**src/rtl/gpio_in_capture.sv**
```systemverilog
`default_nettype none
// ============================================================================
//  Module   : gpio_in_capture
//  Purpose  : GPIO input path: pin synchroniser, per-pin debounce, rise/fall
//             edge detection and latched per-pin interrupt pending bits.
//  Revision : 1.0  initial release
// ============================================================================
module gpio_in_capture #(
  parameter int GPIO_WIDTH     = 13,
  parameter int SYNC_STAGES    = 2,
  parameter int DEBOUNCE_WIDTH = 16
) (
  input  logic                      clk,
  input  logic                      resetn,
  input  logic [GPIO_WIDTH-1:0]     gpio_in,
  input  logic [GPIO_WIDTH-1:0]     select,
  input  logic [DEBOUNCE_WIDTH-1:0] debounce_cycles,
  input  logic [GPIO_WIDTH-1:0]     rise_en,
  input  logic [GPIO_WIDTH-1:0]     fall_en,
  input  logic [GPIO_WIDTH-1:0]     irq_clear,
  output logic [GPIO_WIDTH-1:0]     pin_state,
  output logic [GPIO_WIDTH-1:0]     periph_in,
  output logic [GPIO_WIDTH-1:0]     irq_pending,
  output logic                      irq
);

  typedef enum logic [0:0] {
    ST_STABLE   = 1'b0,
    ST_COUNTING = 1'b1
  } deb_state_t;

  localparam int c_prime_len = SYNC_STAGES + 1;
  localparam int c_prime_w   = $clog2(c_prime_len + 1);
  localparam logic [c_prime_w-1:0]      c_prime_last = c_prime_w'(c_prime_len);
  localparam logic [c_prime_w-1:0]      c_prime_one  = c_prime_w'(1);
  localparam logic [DEBOUNCE_WIDTH-1:0] c_cnt_one    = DEBOUNCE_WIDTH'(1);
  localparam logic [DEBOUNCE_WIDTH:0]   c_inc_one    = (DEBOUNCE_WIDTH + 1)'(1);

  logic [GPIO_WIDTH-1:0] r_sync [SYNC_STAGES];
  logic [GPIO_WIDTH-1:0] w_s;
  logic [c_prime_w-1:0]  r_prime_cnt;
  logic                  w_priming;
  logic                  w_n_le1;
  logic                  r_irq;

  always_ff @(posedge clk or negedge resetn) begin
    if (!resetn) begin
      for (int k = 0; k < SYNC_STAGES; k++) r_sync[k] <= '0;
    end else begin
      r_sync[0] <= gpio_in;
      for (int k = 1; k < SYNC_STAGES; k++) r_sync[k] <= r_sync[k-1];
    end
  end

  assign w_s       = r_sync[SYNC_STAGES-1];
  assign periph_in = w_s & select;

  // Prime window: pin_state tracks the synchroniser so boot-time levels
  // never look like edges.
  always_ff @(posedge clk or negedge resetn) begin
    if (!resetn)        r_prime_cnt <= '0;
    else if (w_priming) r_prime_cnt <= r_prime_cnt + c_prime_one;
  end

  assign w_priming = (r_prime_cnt != c_prime_last);
  assign w_n_le1   = (debounce_cycles <= c_cnt_one);

  for (genvar i = 0; i < GPIO_WIDTH; i++) begin : g_pin
    deb_state_t                r_state, w_state_nxt;
    logic [DEBOUNCE_WIDTH-1:0] r_cnt, w_cnt_nxt;
    logic [DEBOUNCE_WIDTH:0]   w_cnt_inc;
    logic                      r_pin, w_pin_nxt;
    logic                      r_prev;
    logic                      r_pend;
    logic                      w_event;

    assign w_cnt_inc = {1'b0, r_cnt} + c_inc_one;

    always_ff @(posedge clk or negedge resetn) begin
      if (!resetn) begin
        r_state <= ST_STABLE;
        r_cnt   <= '0;
        r_pin   <= 1'b0;
        r_prev  <= 1'b0;
        r_pend  <= 1'b0;
      end else begin
        r_state <= w_state_nxt;
        r_cnt   <= w_cnt_nxt;
        r_pin   <= w_pin_nxt;
        // prev is primed alongside pin_state so the first post-prime cycle
        // sees no difference between them.
        r_prev  <= w_priming ? w_s[i] : r_pin;
        r_pend  <= w_event | (r_pend & ~irq_clear[i]);
      end
    end

    always_comb begin
      w_state_nxt = r_state;
      w_cnt_nxt   = r_cnt;
      w_pin_nxt   = r_pin;
      if (w_priming) begin
        w_state_nxt = ST_STABLE;
        w_cnt_nxt   = '0;
        w_pin_nxt   = w_s[i];
      end else begin
        case (r_state)
          ST_STABLE: begin
            w_cnt_nxt = '0;
            if (w_s[i] != r_pin) begin
              if (w_n_le1) begin
                w_pin_nxt = w_s[i];
              end else begin
                w_cnt_nxt   = c_cnt_one;
                w_state_nxt = ST_COUNTING;
              end
            end
          end
          ST_COUNTING: begin
            if (w_s[i] == r_pin) begin
              w_cnt_nxt   = '0;
              w_state_nxt = ST_STABLE;
            end else if (w_cnt_inc >= {1'b0, debounce_cycles}) begin
              // Threshold is compared live, so lowering N mid-count acts now.
              w_pin_nxt   = w_s[i];
              w_cnt_nxt   = '0;
              w_state_nxt = ST_STABLE;
            end else if (r_cnt != '1) begin
              w_cnt_nxt = w_cnt_inc[DEBOUNCE_WIDTH-1:0];
            end
          end
          default: begin
            w_cnt_nxt   = '0;
            w_state_nxt = ST_STABLE;
          end
        endcase
      end
    end

    assign w_event = ((r_pin & ~r_prev & rise_en[i]) | (~r_pin & r_prev & fall_en[i]))
                     & ~select[i] & ~w_priming;

    assign pin_state[i]   = r_pin;
    assign irq_pending[i] = r_pend;
  end

  always_ff @(posedge clk or negedge resetn) begin
    if (!resetn) r_irq <= 1'b0;
    else         r_irq <= |irq_pending;
  end

  assign irq = r_irq;

endmodule
`default_nettype wire

```
**config.mk**
```make
export PLATFORM = sky130hd
export DESIGN_NAME = gpio_in_capture
export DESIGN_NICKNAME = d
export VERILOG_FILES = /design/src/rtl/gpio_in_capture.sv
export SDC_FILE = /design/constraint.sdc
export NUM_CORES = 1
export LEC_CHECK = 0
export ABC_AREA = 1
export BUFFER_PORTS_ARGS = -buffer_cell sky130_fd_sc_hd__buf_2
export CORE_MARGIN = 2
export CORE_UTILIZATION = 35
export DETAILED_ROUTE_END_ITERATION = 6
export PLACE_DENSITY = 0.53
export SLEW_MARGIN = 20
export SYNTH_ARGS = -nofsm -noshare
export SYNTH_HDL_FRONTEND = slang
export SYNTH_SLANG_ARGS = --single-unit
```
**constraint.sdc**
```tcl
create_clock -name clk -period 4.17 [get_ports clk]
set_input_delay 0.2085 -clock clk [delete_from_list [all_inputs] [get_ports clk]]
set_output_delay 0.2085 -clock clk [all_outputs]
set_load 0.05 [all_outputs]
```
==> run metrics, run 1 <==
drt wl/cell=15.2 µm; synth top area cells=dfrtp_1 35%, ha_1 13%, nand2_1 12%; #FFs+latches synth=289; clk buf depth=3; Die ar.=61000 µm²; clock tree sinks=289; Initial Utilization=35.2%; Core ar.=58700 µm²; Ports=123; leakage power=12.7 nW; drc violations=0; Hold Crit Depth=4; DRT iter0 DRCs=973; clock latency on the worst-skew pair=0.56 ns; sequential area share after synthesis=35.0%; largest net degree at the start of global routing=86; PortBufs=122; post-synth cell types=44; type of origin of the critical path=flip-flop; Final min period=3.52 ns; clk root buf=clkbuf_16; CP startpoint=g_pin[10].r_cnt[0]; Die X-Extent=247 µm; crit-path max FO=14; Final Hold Fails=0; filler cell count=6019; Synth Area in Compound Gates=5.14%; post-synthesis instance total=2777; synth cell count leaders=641 x nand2_1, 489 x nor2_1, 383 x inv_1, 289 x dfrtp_1, 222 x ha_1; total number of vias=17800; cell area after synthesis=20700 µm²; Post-Synth Simple-Gate Area=30.3%; MaxCap Viol Count=0; drt pass-1 iters=5; largest family of logic cells by synthesized area=simple AND/OR/NAND/NOR gates; Num CTS Buffers=37; total gr overflow=0; dpl cells=3640; Final period util=84.3%; Max-slew headroom=37.5%; Worst setup endpoint=g_pin[10].r_cnt[4]; cell accounting for the most synthesized area=dfrtp_1; asr flop ratio synth=100%; Via-to-Cell Ratio=4.76; total routed wirelength=56.8 mm; crit path DAT=3.96 ns; die height=247 µm; FP Rows=89; status=completed; Worst R2R End=g_pin[10].r_cnt[4]; XOR/XNOR share of the synthesized area=6.91%; Reg clk slew, reported paths=0.05 ns; post-synth top area share=35.0%; FMAX=284 MHz; Post-synth EDFFs=0; post-synthesis mux area share=0.194%; R2R Setup Slk=0.65 ns; Mapped Nets=3082; maximum vdd drop=401 µV; Final Cell Area=23700 µm²; post-synthesis adder-cell area fraction=13.5%; crit end category=flip-flop; # H-tree levels=2; Post-DP Area=22100 µm²; first-pass GRT wire length=91.4 mm; depth of the worst register-to-register path=16; most numerous cell in the Yosys netlist=nand2_1; nets=3246; Slew @ Worst Pin=0.930 ns; vias in the first global route=17700; RSZ-0062 raised after global routing=no; post_cts resized=0; Slew Viols, Final=0; Pwr Total=10.2 mW; reg-to-reg critical path startpoint=g_pin[10].r_cnt[0]; GP Congestion=0.862; Mapped Avg Cell Area=7.44 µm²; Synthesis Warnings=0; top_reg_cell synth=dfrtp_1; overall routing resource usage=19.1%; count of final setup violators=0; Routed Antenna Nets=0; P per Cell Area=430 nW/µm²; Ant. Diodes=0; Area Overhead vs Synth=14.6%; layout cells sized above 1=9.89%; initial antenna violation count=4; Finished Layout Cells=3737; CTS tree=done; final setup TNS=0 ns; Hold Crit Class=in -> reg; clk_skew=0.0270 ns; CP Class=reg -> reg; Detailed Place HPWL=41.6 mm; CP required=4.61 ns
routing by layer:
metal	share of wire, %	track usage, %	wire length [µm]
met4	3.5	7.41	1980
met2	46	32.2	26000
met3	4.1	2.60	2340
met5	0.042	0	24
met1	47	24.8	26500
worst max-delay path, stage by stage, from the launching register on:
cell and delay [ns]:
dfrtp_1 0.39, ha_1 0.21, nand2_1 0.06, nor2_1 0.24
nand3_1 0.18, nor4_2 0.27, xor2_1 0.23, ha_1 0.28
nand2_1 0.07, inv_1 0.03, o21ai_0 0.14, nand2_1 0.07
nand2_1 0.07, nand3_1 0.06, nor2_1 0.21, nand4_1 0.56
a21oi_1 0.34
cell usage in the layout, fill, tap and decap left out, types with 5 or more instances in the layout:
cell           count
nand3_1          119
a21o_1             8
or2_2              9
o21bai_1          16
nor2_4            19
dfrtp_1          289
nand2_1          641
clkbuf_8           7
xnor2_1           49
o21a_1             5
nor3_1            48
inv_1            383
buf_4             29
ha_1             221
a21oi_1          104
nand3b_1          13
nor2_2            33
o21ai_0           50
or2_1              5
nor2_1           489
buf_2            121
dlygate4sd3_1     35
clkbuf_16         39
xor2_1           114
clkbuf_1           7
nand4_1           51
nand2_2            6
layout make-up:
type | instances | area, µm² | share of cell area [%]
Multi-Input combinational cell | 2038 | 11600 | 48.9
Sequential cell | 289 | 7230 | 30.5
Clock inverter | 9 | 109 | 0.460
Timing Repair Buffer | 188 | 1230 | 5.19
Inverter | 387 | 1450 | 6.14
Clock buffer | 53 | 1100 | 4.64
Tap cell | 773 | 967 | 4.09
sequential cells by signal (all words and copies together) (netlist names):
signal	cells
g_pin.r_cnt	208
g_pin.r_pend	13
g_pin.r_pin	13
g_pin.r_prev	13
g_pin.r_state	13
r_sync	13
w_s	13
r_prime_cnt	2
irq	1
repair_timing:
action                     in CTS  in global routing
setup endpoints to repair       0                  0
hold endpoints to repair      107                  0
hold buffers                   35                  0
buffers inserted                0                  0
per-stage QoR:
step / utilization, % / hold slack [ns] / setup WS, ns
finish: 40.3 / 0.0245 / 0.654
global route: 40.3 / 0.0910 / 0.154
CTS: 40.3 / 0.0459 / 0.642
detailed placement: 37.7 / 0.288 / 0.664
global placement: 37.7 / 0.295 / 0.790
floorplan: - / -0.0871 / 1.28
how the worst min path moves through the flow:
stage	start	endpoint	slack, ns
2_1_floorplan	resetn	g_pin[0].r_cnt[0]	-0.09
3_3_place_gp	resetn	g_pin[6].r_cnt[10]	0.29
3_5_place_dp	resetn	g_pin[6].r_cnt[10]	0.29
4_1_cts	select[5]	g_pin[5].r_pend	0.05
5_1_grt	select[11]	g_pin[11].r_pend	0.09
6_report	select[5]	g_pin[5].r_pend	0.02
cells by family (layout without fill, tap and decap cells):
logic type,Yosys count,count (layout)
simple gates,1456,1456
compound gates,193,193
buf+inv,450,637
mux,4,4
xor+xnor,163,163
fa+ha+maj,222,222
flops,289,289
where the power goes:
| group | total, mW | switching (mW) | leakage [nW] | internal (mW) |
|---|---|---|---|---|
| registers | 3.62 | 0.410 | 3.84 | 3.21 |
| clock network | 3.24 | 1.29 | 0.580 | 1.95 |
| logic | 3.32 | 2.24 | 8.27 | 1.07 |
Power figures use the tool's default switching activity.
==> run 2, diff against run 1 <==
- ABC_AREA: 1 -> 0
- PLACE_DENSITY: 0.53 -> 0.55
- clock period: 4.17 -> 2.92 ns (I/O delays scaled with it)
==> run 2 against run 1 <==
Net effect:
- the flow now finishes with violations (setup timing)
- die area decreased by 7.5%
- global-route usage increased by 1.2 points
- setup slack got worse by 0.83 ns
- non-clock buffer count increased by 367
- total power increased by 53%
- fmax increased by 13%
- register-to-register slack got worse by 0.83 ns
- critical path depth decreased by 2
- via count decreased by 4.6%
- synthesized cell count decreased by 28%
- final cell count decreased by 13%
- largest power group is now combinational logic
- highest routed layer is now met4
==> run metrics, run 2 <==
FP Rows=85 (-4.5%); drt wl/cell=18.1 µm (+19%); Die X-Extent=237 µm (-3.8%); first-pass GRT wire length=90.5 mm (-1.0%); most frequent cells in the layout=349 x buf_4, 286 x dfrtp_1, 186 x ha_1; asr flop ratio synth=100% (unchanged); depth of the worst register-to-register path=14 (-2); clk buf depth=3 (unchanged); total gr overflow=0 (unchanged); XOR/XNOR share of the synthesized area=9.00% (+2.1 points); Final period util=106% (+22 points); layout cells sized above 1=38.5% (+29 points); type of origin of the critical path=flip-flop; cell accounting for the most synthesized area=dfrtp_1; Mapped Avg Cell Area=9.51 µm² (+28%); Detailed Place HPWL=40.4 mm (-2.8%); post-synth top area share=37.9% (+2.9 points); total number of vias=17000 (-4.6%); clk root buf=clkbuf_16; CTS tree=done; Final Hold Fails=0 (unchanged); CP Class=reg -> reg; PortBufs=122 (unchanged); largest net degree at the start of global routing=87 (+1.2%); Initial Utilization=35.4% (+0.26 points); Final min period=3.10 ns (-0.416 ns); Largest register FFs=208 (unchanged); crit-path max FO=4 (-10); DRT iter0 DRCs=863 (-11%); hold path start=select[1]; Worst R2R End=g_pin[6].r_pin; Post-DP Area=22600 µm² (+2.4%); count of final setup violators=124 (+124); Slew @ Worst Pin=0.915 ns (-0.0152 ns); GP Congestion=0.873 (+1.3%); Max-slew headroom=38.4% (+0.97 points); RSZ-0062 raised after global routing=yes; sequential area share after synthesis=37.9% (+2.9 points); Die ar.=56400 µm² (-7.5%); PnR worst setup slack=-0.180 ns (-0.834 ns); Mapped Nets=2311 (-25%); top_reg_cell synth=dfrtp_1; fin util=50.9% (+11 points); nets=2841 (-12%); Routed Antenna Nets=0 (unchanged); vias in the first global route=17100 (-3.5%); drt pass-1 iters=5 (unchanged); Ports=123 (unchanged); drc violations=0 (unchanged); crit path DAT=3.54 ns (-0.42 ns); status=finished with violations; dpl cells=3055 (-16%); Hold Crit Depth=3 (-1); Finished Layout Cells=3259 (-13%); clock tree sinks=289 (unchanged); most numerous cell in the Yosys netlist=dfrtp_1; FMAX=323 MHz (+13%); post-synth cell types=78 (+77%); Core ar.=53800 µm² (-8.3%); initial antenna violation count=0 (-4); cell area after synthesis=19100 µm² (-7.6%); post-synthesis instance total=2006 (-28%); P per Cell Area=567 nW/µm² (+32%); maximum vdd drop=457 µV (+14%); reg-to-reg critical path startpoint=g_pin[6].r_cnt[0]; MaxCap Viol Count=0 (unchanged); post-synthesis adder-cell area fraction=14.6% (+1.1 points); Area Overhead vs Synth=43.5%; total routed wirelength=59.1 mm (+4.0%); Hold Crit Class=in -> reg; CP required=3.36 ns (-1.25 ns); clk_skew=0.0203 ns (-0.00670 ns); most common cell after layout, fill and taps aside=buf_4; post-synthesis mux area share=2.22% (+2.0 points); crit end category=flip-flop; clock latency on the worst-skew pair=0.57 ns (about the same); Post-Synth Simple-Gate Area=19.6% (-11 points); hold endpoint=g_pin[1].r_pend; #FFs+latches synth=289 (unchanged); Synth Area in Compound Gates=11.4% (+6.3 points); Post-synth EDFFs=0 (unchanged); synth top area cells=dfrtp_1 38%, ha_1 15%, xnor2_1 4.8%; Final Cell Area=27400 µm² (+16%); Num CTS Buffers=37 (unchanged); overall routing resource usage=20.3% (+1.2 points); Via-to-Cell Ratio=5.20 (+9.4%); Largest Register=g_pin.r_cnt; largest family of logic cells by synthesized area=simple AND/OR/NAND/NOR gates; R2R Setup Slk=-0.18 ns (-0.83 ns); Placement Setup Slack=-0.218 ns (-0.882 ns); Synthesis Warnings=0 (unchanged); failing checks=setup timing; synth cell count leaders=289 x dfrtp_1, 222 x ha_1, 174 x a21oi_1, 166 x inv_1, 113 x nor2_1; die height=237 µm (-3.8%); Reg clk slew, reported paths=0.06 ns (about the same); leakage power=13.9 nW (+9.3%); # H-tree levels=2 (unchanged); Slew Viols, Final=0 (unchanged)
run 2: cell count changes after synthesis, sizes merged, moves of 26 or more:
cell,delta
nor2,-430
a21o,+30
a21oi,+70
and3,+58
nand2,-544
and4,+30
nor2b,+49
xnor2,+55
mux2,+27
and2,+26
inv,-221
run 2: final cells by class:
class,count,area (µm²)
timing repair buffer,555,4290
tap,696,871
inverter,166,623
sequential,289,7240
clock buffer,53,1080
clock inverter,12,173
antenna,1,2.50
fill,4765,26400
multi-input combinational,1487,13100
run 2: report_power, final:
group	internal (mW)	switching (mW)	total (mW)
combinational	2.44	3.19	5.63
sequential	4.55	0.583	5.13
clock	2.92	1.85	4.77
total	9.90	5.62	15.5
run 2: routing by layer:
| layer | track usage, % | share of wire (%) |
|---|---|---|
| met3 | 3.31 | 4.6 |
| met1 | 26.9 | 45 |
| met5 | 0 | 0 |
| met2 | 32.8 | 46 |
| met4 | 8.98 | 4.5 |
run 2: through the flow:
step	setup TNS (ns)	power, mW	hold WS [ns]
CTS	-2.92	14.9	0.0146
finish	-8.54	15.5	0.0164
detailed placement	-12.66	9.61	0.164
global placement	-6.56	9.49	0.163
global route	-32.15	16.4	0.0485
floorplan	-0.266	8.03	-0.150
run 2: worst max-delay path by stage:
stage	slack [ns]	endpoint	start	depth (start not counted)
after detailed placement	-0.22	g_pin[3].r_pin	g_pin[3].r_cnt[0]	12
after CTS	-0.12	g_pin[6].r_pin	g_pin[6].r_cnt[0]	13
after global placement	-0.17	g_pin[6].r_pin	g_pin[6].r_cnt[0]	13
after global routing	-0.34	g_pin[6].r_pin	g_pin[6].r_cnt[0]	13
final	-0.18	g_pin[6].r_pin	g_pin[6].r_cnt[0]	14
after floorplan	-0.03	g_pin[6].r_pin	g_pin[6].r_cnt[0]	12
run 2: cells by family (layout without fill, tap and decap cells):
group / count (synthesis) / count (layout)
and+or+nand+nor: 671 / 671
AOI/OAI and AO/OA: 359 / 359
DFF: 289 / 289
buffers and inverters: 230 / 786
adders and majority gates: 222 / 222
xor gates and xnor gates: 196 / 196
muxes: 39 / 39
other: 0 / 1
run 2: critical path, stage by stage, from the launching register on:
cell	delay (ns)
dfrtp_1	0.38
ha_2	0.19
and4_4	0.24
and4_4	0.21
and2_4	0.16
xnor2_2	0.13
inv_2	0.07
ha_4	0.26
nand4_1	0.18
buf_4	0.20
buf_4	0.12
a21oi_1	0.21
nand2_1	0.14
a21oi_4	0.19
mux2_4	0.31
run 2: repair_timing:
item                                    4_1_cts  5_1_grt
pin swaps                                    87      134
endpoints found under the hold margin        96        0
hold buffers                                 38        0
resized for setup                           161      311
setup buffers                                51       43
cloned                                        4        2
endpoints found under the setup margin      122      226
